==> config.mk <==
export PLATFORM = sky130hd
export DESIGN_NAME = calc_sequencer
export DESIGN_NICKNAME = d
export VERILOG_FILES = /design/src/rtl/calc_sequencer_pkg.sv /design/src/rtl/calc_inst_fifo.sv /design/src/rtl/calc_sequencer.sv
export SDC_FILE = /design/constraint.sdc
export NUM_CORES = 1
export LEC_CHECK = 0
export ABC_AREA = 1
export ABC_CLOCK_PERIOD_IN_PS = 5150
export CAP_MARGIN = 5
export CORE_ASPECT_RATIO = 0.5
export CORE_MARGIN = 10
export CORE_UTILIZATION = 50
export DETAILED_ROUTE_END_ITERATION = 8
export PLACE_DENSITY = 0.74
export SLEW_MARGIN = 0
export SYNTH_ARGS = -nofsm -noshare
export SYNTH_HDL_FRONTEND = slang
export SYNTH_SLANG_ARGS = --single-unit
==> constraint.sdc <==
create_clock -name clk -period 5.15 [get_ports clk]
set_clock_uncertainty 0.05 [all_clocks]
set_input_delay 1.03 -clock clk [delete_from_list [all_inputs] [get_ports clk]]
set_output_delay 1.03 -clock clk [all_outputs]
set_load 0.05 [all_outputs]
==> src/rtl/calc_sequencer_pkg.sv <==
// Shared definitions for the calculator instruction sequencer: sequencer
// states, the 24-bit instruction width and the instruction field positions.
package calc_sequencer_pkg;

  localparam int INST_W = 24;

  localparam int CTRL_MSB = 23;
  localparam int CTRL_LSB = 20;
  localparam int SEL_BIT  = 19;
  localparam int WEN_BIT  = 18;
  localparam int RW_MSB   = 17;
  localparam int RW_LSB   = 15;
  localparam int RX_MSB   = 14;
  localparam int RX_LSB   = 12;
  localparam int RY_MSB   = 11;
  localparam int RY_LSB   = 9;
  localparam int CAP_BIT  = 8;
  localparam int IMM_MSB  = 7;
  localparam int IMM_LSB  = 0;

  typedef enum logic [1:0] {
    ST_IDLE   = 2'd0,
    ST_RUN    = 2'd1,
    ST_PAUSED = 2'd2
  } seq_state_t;

endpackage

==> src/rtl/calc_inst_fifo.sv <==
// Synchronous instruction FIFO with full/empty/count status; the head entry is
// visible combinationally on rdata so the sequencer can issue from it directly.
module calc_inst_fifo
  import calc_sequencer_pkg::*;
#(
  parameter int DEPTH = 4,
  parameter int WIDTH = INST_W
) (
  input  logic                     clk,
  input  logic                     rst_n,
  input  logic                     push,
  input  logic                     pop,
  input  logic [WIDTH-1:0]         wdata,
  output logic [WIDTH-1:0]         rdata,
  output logic                     full,
  output logic                     empty,
  output logic [$clog2(DEPTH):0]   count
);

  localparam int PTR_W = $clog2(DEPTH);
  localparam logic [PTR_W:0] FULL_COUNT = (PTR_W + 1)'(DEPTH);

  logic [WIDTH-1:0] mem [DEPTH];
  logic [PTR_W-1:0] wr_ptr;
  logic [PTR_W-1:0] rd_ptr;
  logic             do_push;
  logic             do_pop;

  assign full    = (count == FULL_COUNT);
  assign empty   = (count == '0);
  assign do_push = push && !full;
  assign do_pop  = pop && !empty;
  assign rdata   = mem[rd_ptr];

  // Pointers wrap naturally because DEPTH is a power of two.
  always_ff @(posedge clk or negedge rst_n) begin
    if (!rst_n) begin
      wr_ptr <= '0;
      rd_ptr <= '0;
      count  <= '0;
    end else begin
      if (do_push) wr_ptr <= wr_ptr + 1'b1;
      if (do_pop)  rd_ptr <= rd_ptr + 1'b1;
      count <= count + {{PTR_W{1'b0}}, do_push} - {{PTR_W{1'b0}}, do_pop};
    end
  end

  always_ff @(posedge clk) begin
    if (do_push) mem[wr_ptr] <= wdata;
  end

endmodule

==> src/rtl/calc_sequencer.sv <==
// Buffers instruction words and issues them to the calculator datapath one per
// cycle, with halt/single-step control and optional capture of busY/Carry.
module calc_sequencer #(
  parameter int FIFO_DEPTH = 4
) (
  input  logic        clk,
  input  logic        rst_n,
  input  logic        inst_valid,
  input  logic [23:0] inst,
  output logic        inst_ready,
  input  logic        halt,
  input  logic        step,
  output logic        wen,
  output logic [2:0]  rw,
  output logic [2:0]  rx,
  output logic [2:0]  ry,
  output logic        sel,
  output logic [3:0]  ctrl,
  output logic [7:0]  data_in,
  input  logic [7:0]  bus_y,
  input  logic        carry,
  output logic        res_valid,
  output logic [7:0]  res_data,
  output logic        res_carry,
  output logic [7:0]  issue_cnt,
  output logic        busy
);

  import calc_sequencer_pkg::*;

  localparam int CNT_W = $clog2(FIFO_DEPTH) + 1;

  logic [INST_W-1:0] head;
  logic              fifo_full;
  logic              fifo_empty;
  logic [CNT_W-1:0]  fifo_count;
  seq_state_t        state;
  seq_state_t        state_next;
  logic              issue;
  logic              cap_pending;

  calc_inst_fifo #(
    .DEPTH (FIFO_DEPTH),
    .WIDTH (INST_W)
  ) u_fifo (
    .clk   (clk),
    .rst_n (rst_n),
    .push  (inst_valid),
    .pop   (issue),
    .wdata (inst),
    .rdata (head),
    .full  (fifo_full),
    .empty (fifo_empty),
    .count (fifo_count)
  );

  assign inst_ready = !fifo_full;
  assign busy       = (fifo_count != '0) || (state != ST_IDLE);

  always_ff @(posedge clk or negedge rst_n) begin
    if (!rst_n) state <= ST_IDLE;
    else        state <= state_next;
  end

  // Halt always wins over issuing; a paused sequencer only issues on a step.
  always_comb begin
    state_next = state;
    issue      = 1'b0;
    case (state)
      ST_IDLE: begin
        if (halt)             state_next = ST_PAUSED;
        else if (!fifo_empty) state_next = ST_RUN;
      end
      ST_RUN: begin
        if (halt)            state_next = ST_PAUSED;
        else if (fifo_empty) state_next = ST_IDLE;
        else                 issue      = 1'b1;
      end
      ST_PAUSED: begin
        issue = step && !fifo_empty;
        if (!halt) state_next = fifo_empty ? ST_IDLE : ST_RUN;
      end
      default: state_next = ST_IDLE;
    endcase
  end

  always_ff @(posedge clk or negedge rst_n) begin
    if (!rst_n) begin
      wen         <= 1'b0;
      rw          <= '0;
      rx          <= '0;
      ry          <= '0;
      sel         <= 1'b0;
      ctrl        <= '0;
      data_in     <= '0;
      issue_cnt   <= '0;
      cap_pending <= 1'b0;
    end else begin
      wen         <= issue && head[WEN_BIT];
      cap_pending <= issue && head[CAP_BIT];
      if (issue) begin
        rw        <= head[RW_MSB:RW_LSB];
        rx        <= head[RX_MSB:RX_LSB];
        ry        <= head[RY_MSB:RY_LSB];
        sel       <= head[SEL_BIT];
        ctrl      <= head[CTRL_MSB:CTRL_LSB];
        data_in   <= head[IMM_MSB:IMM_LSB];
        issue_cnt <= issue_cnt + 8'd1;
      end
    end
  end

  // busY/Carry are sampled at the end of the issue cycle of a capturing
  // instruction, so the datapath has a full cycle to settle.
  always_ff @(posedge clk or negedge rst_n) begin
    if (!rst_n) begin
      res_valid <= 1'b0;
      res_data  <= '0;
      res_carry <= 1'b0;
    end else begin
      res_valid <= cap_pending;
      if (cap_pending) begin
        res_data  <= bus_y;
        res_carry <= carry;
      end
    end
  end

endmodule
== After elaboration in Yosys (flattened, before gate mapping) ==
Memory sizes are Yosys's and may differ from the RTL's.
Cells that the tools add are included.

* Memories kept: 1
* Register bits after elaboration: 51
* Bits in writable memories: 96

* Equality and inequality tests: 6
* Reduce and logical (&&, ||, !) cells: 13
* Multiplexer cells: 12
* Add/subtract/negate cells: 5

{| class="wikitable"
|+ Memories
! memory !! words !! width !! rd ports !! clocked after memory_dff !! write ports !! RTL line !! text
|-
| u_fifo.mem || 4 || 24 || 1 || 0 || 1 || calc_inst_fifo.sv:23 || <nowiki>logic [WIDTH-1:0] mem [DEPTH];</nowiki>
|}

{| class="wikitable"
|+ Operators by type and width
! operator !! number
|-
| 2-bit 2-to-1 mux || 5
|-
| 8-bit by 1-bit adder with 8-bit output (second input constant) || 1
|-
| 3-bit != test (second input constant) || 2
|-
| 2-bit one-hot mux with 3 select lines || 1
|-
| 1-bit logical AND || 5
|-
| 1-bit 2-to-1 mux || 5
|-
| 2-bit by 1-bit adder with 2-bit output (second input constant) || 2
|-
| 3-bit by 1-bit adder with 3-bit output || 1
|-
| 3-bit equality test (second input constant) || 1
|-
| 3-bit zero test || 1
|-
| 3-bit AND reduction || 1
|-
| 3-bit nonzero test || 1
|-
| 3-bit by 1-bit subtractor with 3-bit output || 1
|-
| 2-bit by 1-bit equality test with 1-bit output (second input constant) || 1
|-
| 2-bit equality test (second input constant) || 1
|-
| 1-bit zero test || 2
|-
| 2-bit zero test || 1
|-
| 2-bit != test (second input constant) || 1
|-
| 1-bit one-hot mux with 2 select lines || 1
|-
| 2-bit nonzero test || 1
|-
| 1-bit logical OR || 1
|}

== Longest topological paths before layout ==
* Depth in word-level cells: 6
* Depth in mapped cells: 15

== Hierarchy ==
From an unflattened synthesis, not the netlist that was laid out.

* Cell total of the unflattened synthesis: 566
* Area, all modules: 6127.1 um^2

{| class="wikitable"
|+ By module, submodules not included
! module !! seq. area each (um^2) !! area each (um^2) !! cells an instance !! instances
|-
| calc_inst_fifo || 3057.9 || 4209.0 || 362 || 1
|-
| calc_sequencer || 1101.1 || 1918.1 || 204 || 1
|}

== Least setup slack after synthesis ==
Ideal clock, no wire load.

* Kind: input port to flip-flop
* Start point: input halt
* End point: register u_fifo.count[2]
* Required time: 4.977 ns
* Path buffers: 1
* Library setup time: 0.123 ns
* Stages on the path: 12
* Path slack: 2.436 ns
* Data arrival time: 2.542 ns
* Path through: nor2_1 nand2_4 nand2_4 nand2_4 buf_6 inv_1 ha_1 inv_1 ha_1 inv_1 fa_1 xnor2_1

* Word-level cells in the longest chain between the ends: 4

{| class="wikitable"
|+ RTL lines
! what !! RTL line !! text
|-
| start, declared || calc_sequencer.sv:11 || <nowiki>input logic halt,</nowiki>
|-
| 1-bit 2-to-1 mux || calc_sequencer.sv:75 || <nowiki>if (halt) state_next = ST_PAUSED;</nowiki>
|-
| 1-bit one-hot mux with 2 select lines || calc_sequencer.sv:69 || <nowiki>case (state)</nowiki>
|-
| 1-bit logical AND || calc_inst_fifo.sv:32 || <nowiki>assign do_pop = pop && !empty;</nowiki>
|-
| net u_fifo.do_pop || calc_inst_fifo.sv:27 || <nowiki>logic do_pop;</nowiki>
|-
| 3-bit by 1-bit subtractor with 3-bit output || calc_inst_fifo.sv:44 || <nowiki>count <= count + {{PTR_W{1'b0}}, do_push} - {{PTR_W{1'b0}}, do_pop};</nowiki>
|-
| end signal, assigned || calc_inst_fifo.sv:44 ||
|-
| end, declared || calc_inst_fifo.sv:17 || <nowiki>output logic [$clog2(DEPTH):0] count</nowiki>
|}

The timed path passes the listed nets, and every way through them passes these cells.
A chain may end at the register's enable or synchronous reset.

== Final worst setup path ==
Ends and elaborated chain as after synthesis.

==> results.toml <==
[place]
place_ws_ns = 1.40
gp_congestion = 0.727
dp.cells = 768
io_buffer_count = 80
dp_hpwl_mm = 7.28

[floorplanning]
ios = 81
fp.dieW_um = 176
fp.coreArea_um2 = 11900
dieArea_um2 = 17300
die_h_um = 98.1
start_util = 0.513
rows = 28

[power_and_ir_drop]
cellLeakagePower_nw = 3.15
p_per_area_nw_per_um2 = 648
peakVddDrop_v = 0.000335

[global_route]
grt_usage = 0.148
antenna_found_initial = 0
grt_max_degree = 52
grt_first_pass_wirelength_mm = 20.6
gr-total-overflow = 0
grt_pass1_vias = 4091

[worst_setup_path]
critPathMaxFanout = 35
worst_setup_path_end_kind = "register"
cp.arrival_ns = 3.55
crit_path_max_incr_delay_ns = 0.43
critical_path_class = "in2reg"
required_ns = 5.39
path_cells = "clkdlybuf4s50_1 -> nor2_1 -> nand2_4 -> nand2_4 -> nand2_4 -> inv_1 -> ha_1 -> inv_1 -> ha_1 -> inv_1 -> fa_1 -> xnor2_1"
startpoint_type = "input port"
crit_slowest_cell = "clkdlybuf4s50_1"
reg2reg_depth = 14

[clock_tree]
path_clk_slew_ns = 0.06
cts_root_buf = "clkbuf_16"
cts_resized = 0
cts_tree = "yes"
hold_buffers = 0
htree_levels = 4
clock_sinks = 147
cts_made_buffers = 17
postCtsSetupRepairBufs = 0
clk_path_buf_depth = 2
worstSkewPairLatency_ns = 0.41

[synthesis]
synthArstFlopShare = 0.347
synth.most_common_cell = "nand2_1"
yosys-top-cells-count = "176 x nand2_1, 96 x edfxtp_1, 51 x dfrtp_1, 40 x nor2_1, 37 x nand3_1"
netlist_area_um2 = 6100
synth-seq-area-share = 0.682
synth.area.top_cells = "edfxtp_1 47%, dfrtp_1 21%, nand2_1 11%"
synth.ff_latch_count = 147
synth_cell_types = 26
yosysTopAreaCell = "edfxtp_1"
syn_inst = 543
yosysTopAreaCellShare = 0.473
synth.net_count = 593
avgSynthCellArea_um2 = 11.2
synth_warnings = 0
synth_edf_count = 96
synth_flop_cell = "edfxtp_1"

[routing]
drt_iter0_drc = 380
routed-wl-met2_mm = 6.17
vias = 3999
wl_met3_um = 972
detail_route.first_pass.iterations = 4
routedWlPerCell_um = 15.6
vias_per_cell = 5.01
route.top_layer_used = "met4"
wl_met1_mm = 5.25
drc_errors = 0
ant_nets = 0
finalWirelength_mm = 12.5

[timing]
hold_viol = 0
slew_violations = 0
finalSetupViolations = 0
fin_ws_ns = 1.84
finalCritPeriodShare = 0.643
worst_pin_slew_ns = 1.06
fmax_ghz = 0.302
maxSlewHeadroom = 0.294
final.min_clock_period_ns = 3.31
rsz0062_at_grt = "false"
finalSetupTns_ns = 0

[flow_run]
max_cap_violations = 0

[layout]
syn2layout_area_growth_pct = 25.0
layout.nets = 672
diodes = 0
final.fill_count = 895
post-route-util = 0.642
drive_above_1_share = 0.0931
final_cells = 799

[min_path]
min_path_type = "reg2reg"
min_path_cells = 2

[status]
status = "finished clean"
[logic make-up (layout without fill, tap and decap cells)]
kind of cell / after synthesis / after routing / share of synthesized area
adder cells (fa/ha/maj): 12 / 12 / 0.0259
XOR/XNOR: 7 / 7 / 0.0101
AO/OA/AOI/OAI: 54 / 54 / 0.0447
multiplexers: 9 / 9 / 0.0166
buffers and inverters: 53 / 144 / 0.0445
flip-flops: 147 / 147 / 0.682
AND/OR/NAND/NOR: 261 / 261 / 0.176
[stage by stage]
stage / power (mW) / area (um2) / hold slack (ns)
final: 4.94 / 7620 / 0.423
after global routing: 5.24 / 7620 / 0.447
after CTS: 5.00 / 7620 / 0.425
after detailed placement: 3.66 / 6990 / 0.410
after global placement: 3.61 / 6990 / 0.406
after floorplan: 3.10 / 6100 / 0.299
[metal layers]
| metal | GRT usage | up-vias |
|---|---|---|
| met3 | 0.0507 | 6 |
| met5 | 0 | - |
| met2 | 0.245 | 120 |
| li1 | - | 1964 |
| met4 | 0.0440 | 0 |
| met1 | 0.180 | 1909 |
[worst max-delay path, delay by kind of cell]
kind / cells / cell delay [ns]
AND/OR/NAND/NOR: 4 / 0.97
buffers and inverters: 4 / 0.66
XOR/XNOR: 1 / 0.13
adder cells (fa/ha/maj): 3 / 0.73
[power breakdown]
part / switching (mW) / internal (mW) / leakage, nW
Combinational: 1.27 / 0.574 / 1.32
Clock: 0.461 / 0.856 / 0.302
Sequential: 0.187 / 1.60 / 1.53
[sequential cells by signal (all words and copies together) (netlist names), 3 cells and up]
| name | cells |
|---|---|
| issue_cnt | 8 |
| res_data | 8 |
| ctrl | 4 |
| data_in | 8 |
| ry | 3 |
| rx | 3 |
| rw | 3 |
| u_fifo.mem | 96 |
| u_fifo.count | 3 |
[path summary, 6_finish.rpt]
kind	startpoint	endpoint	slack (ns)
worst min-delay path	ctrl[2]$_DFFE_PN0P_	ctrl[2]$_DFFE_PN0P_	0.42
worst max-delay path	halt	u_fifo.count[2]$_DFF_PN0_	1.84
max in group asynchronous	rst_n	res_data[6]$_DFFE_PN0P_	3.92
worst max register to register	state[1]$_DFFE_PN0P_	u_fifo.count[2]$_DFF_PN0_	2.24
worst min register to register	ctrl[2]$_DFFE_PN0P_	ctrl[2]$_DFFE_PN0P_	0.42
min in group asynchronous	rst_n	data_in[6]$_DFFE_PN0P_	0.69
[layout make-up]
| class | count | area, um2 | share of cell area |
|---|---|---|---|
| Sequential cell | 147 | 4160 | 0.545 |
| Multi-Input combinational cell | 343 | 1680 | 0.220 |
| Timing Repair Buffer | 87 | 848 | 0.111 |
| Clock buffer | 17 | 425 | 0.0558 |
| Clock inverter | 14 | 210 | 0.0276 |
| Tap cell | 165 | 206 | 0.0271 |
| Inverter | 26 | 97.6 | 0.0128 |
[cells in the final DEF, fill, tap and decap left out, types with 2 or more instances in the layout]
master	synthesis	routed
o21ai_0	32	32
mux2_2	9	9
o21ai_1	19	19
nand2_1	176	176
nor2_1	40	36
nand3_1	37	37
nor2_2	0	4
inv_1	23	23
inv_2	3	3
clkinv_1	0	2
clkdlybuf4s50_1	0	79
clkinvlp_4	0	3
buf_4	5	7
clkbuf_16	0	17
bufinv_16	0	5
xor2_1	3	3
xnor2_1	4	4
dfrtp_1	51	51
edfxtp_1	96	96
nand2_4	4	4
clkinv_2	0	2
o22ai_1	2	2
ha_1	11	11
No activity file was read; power rests on OpenSTA's default activity.
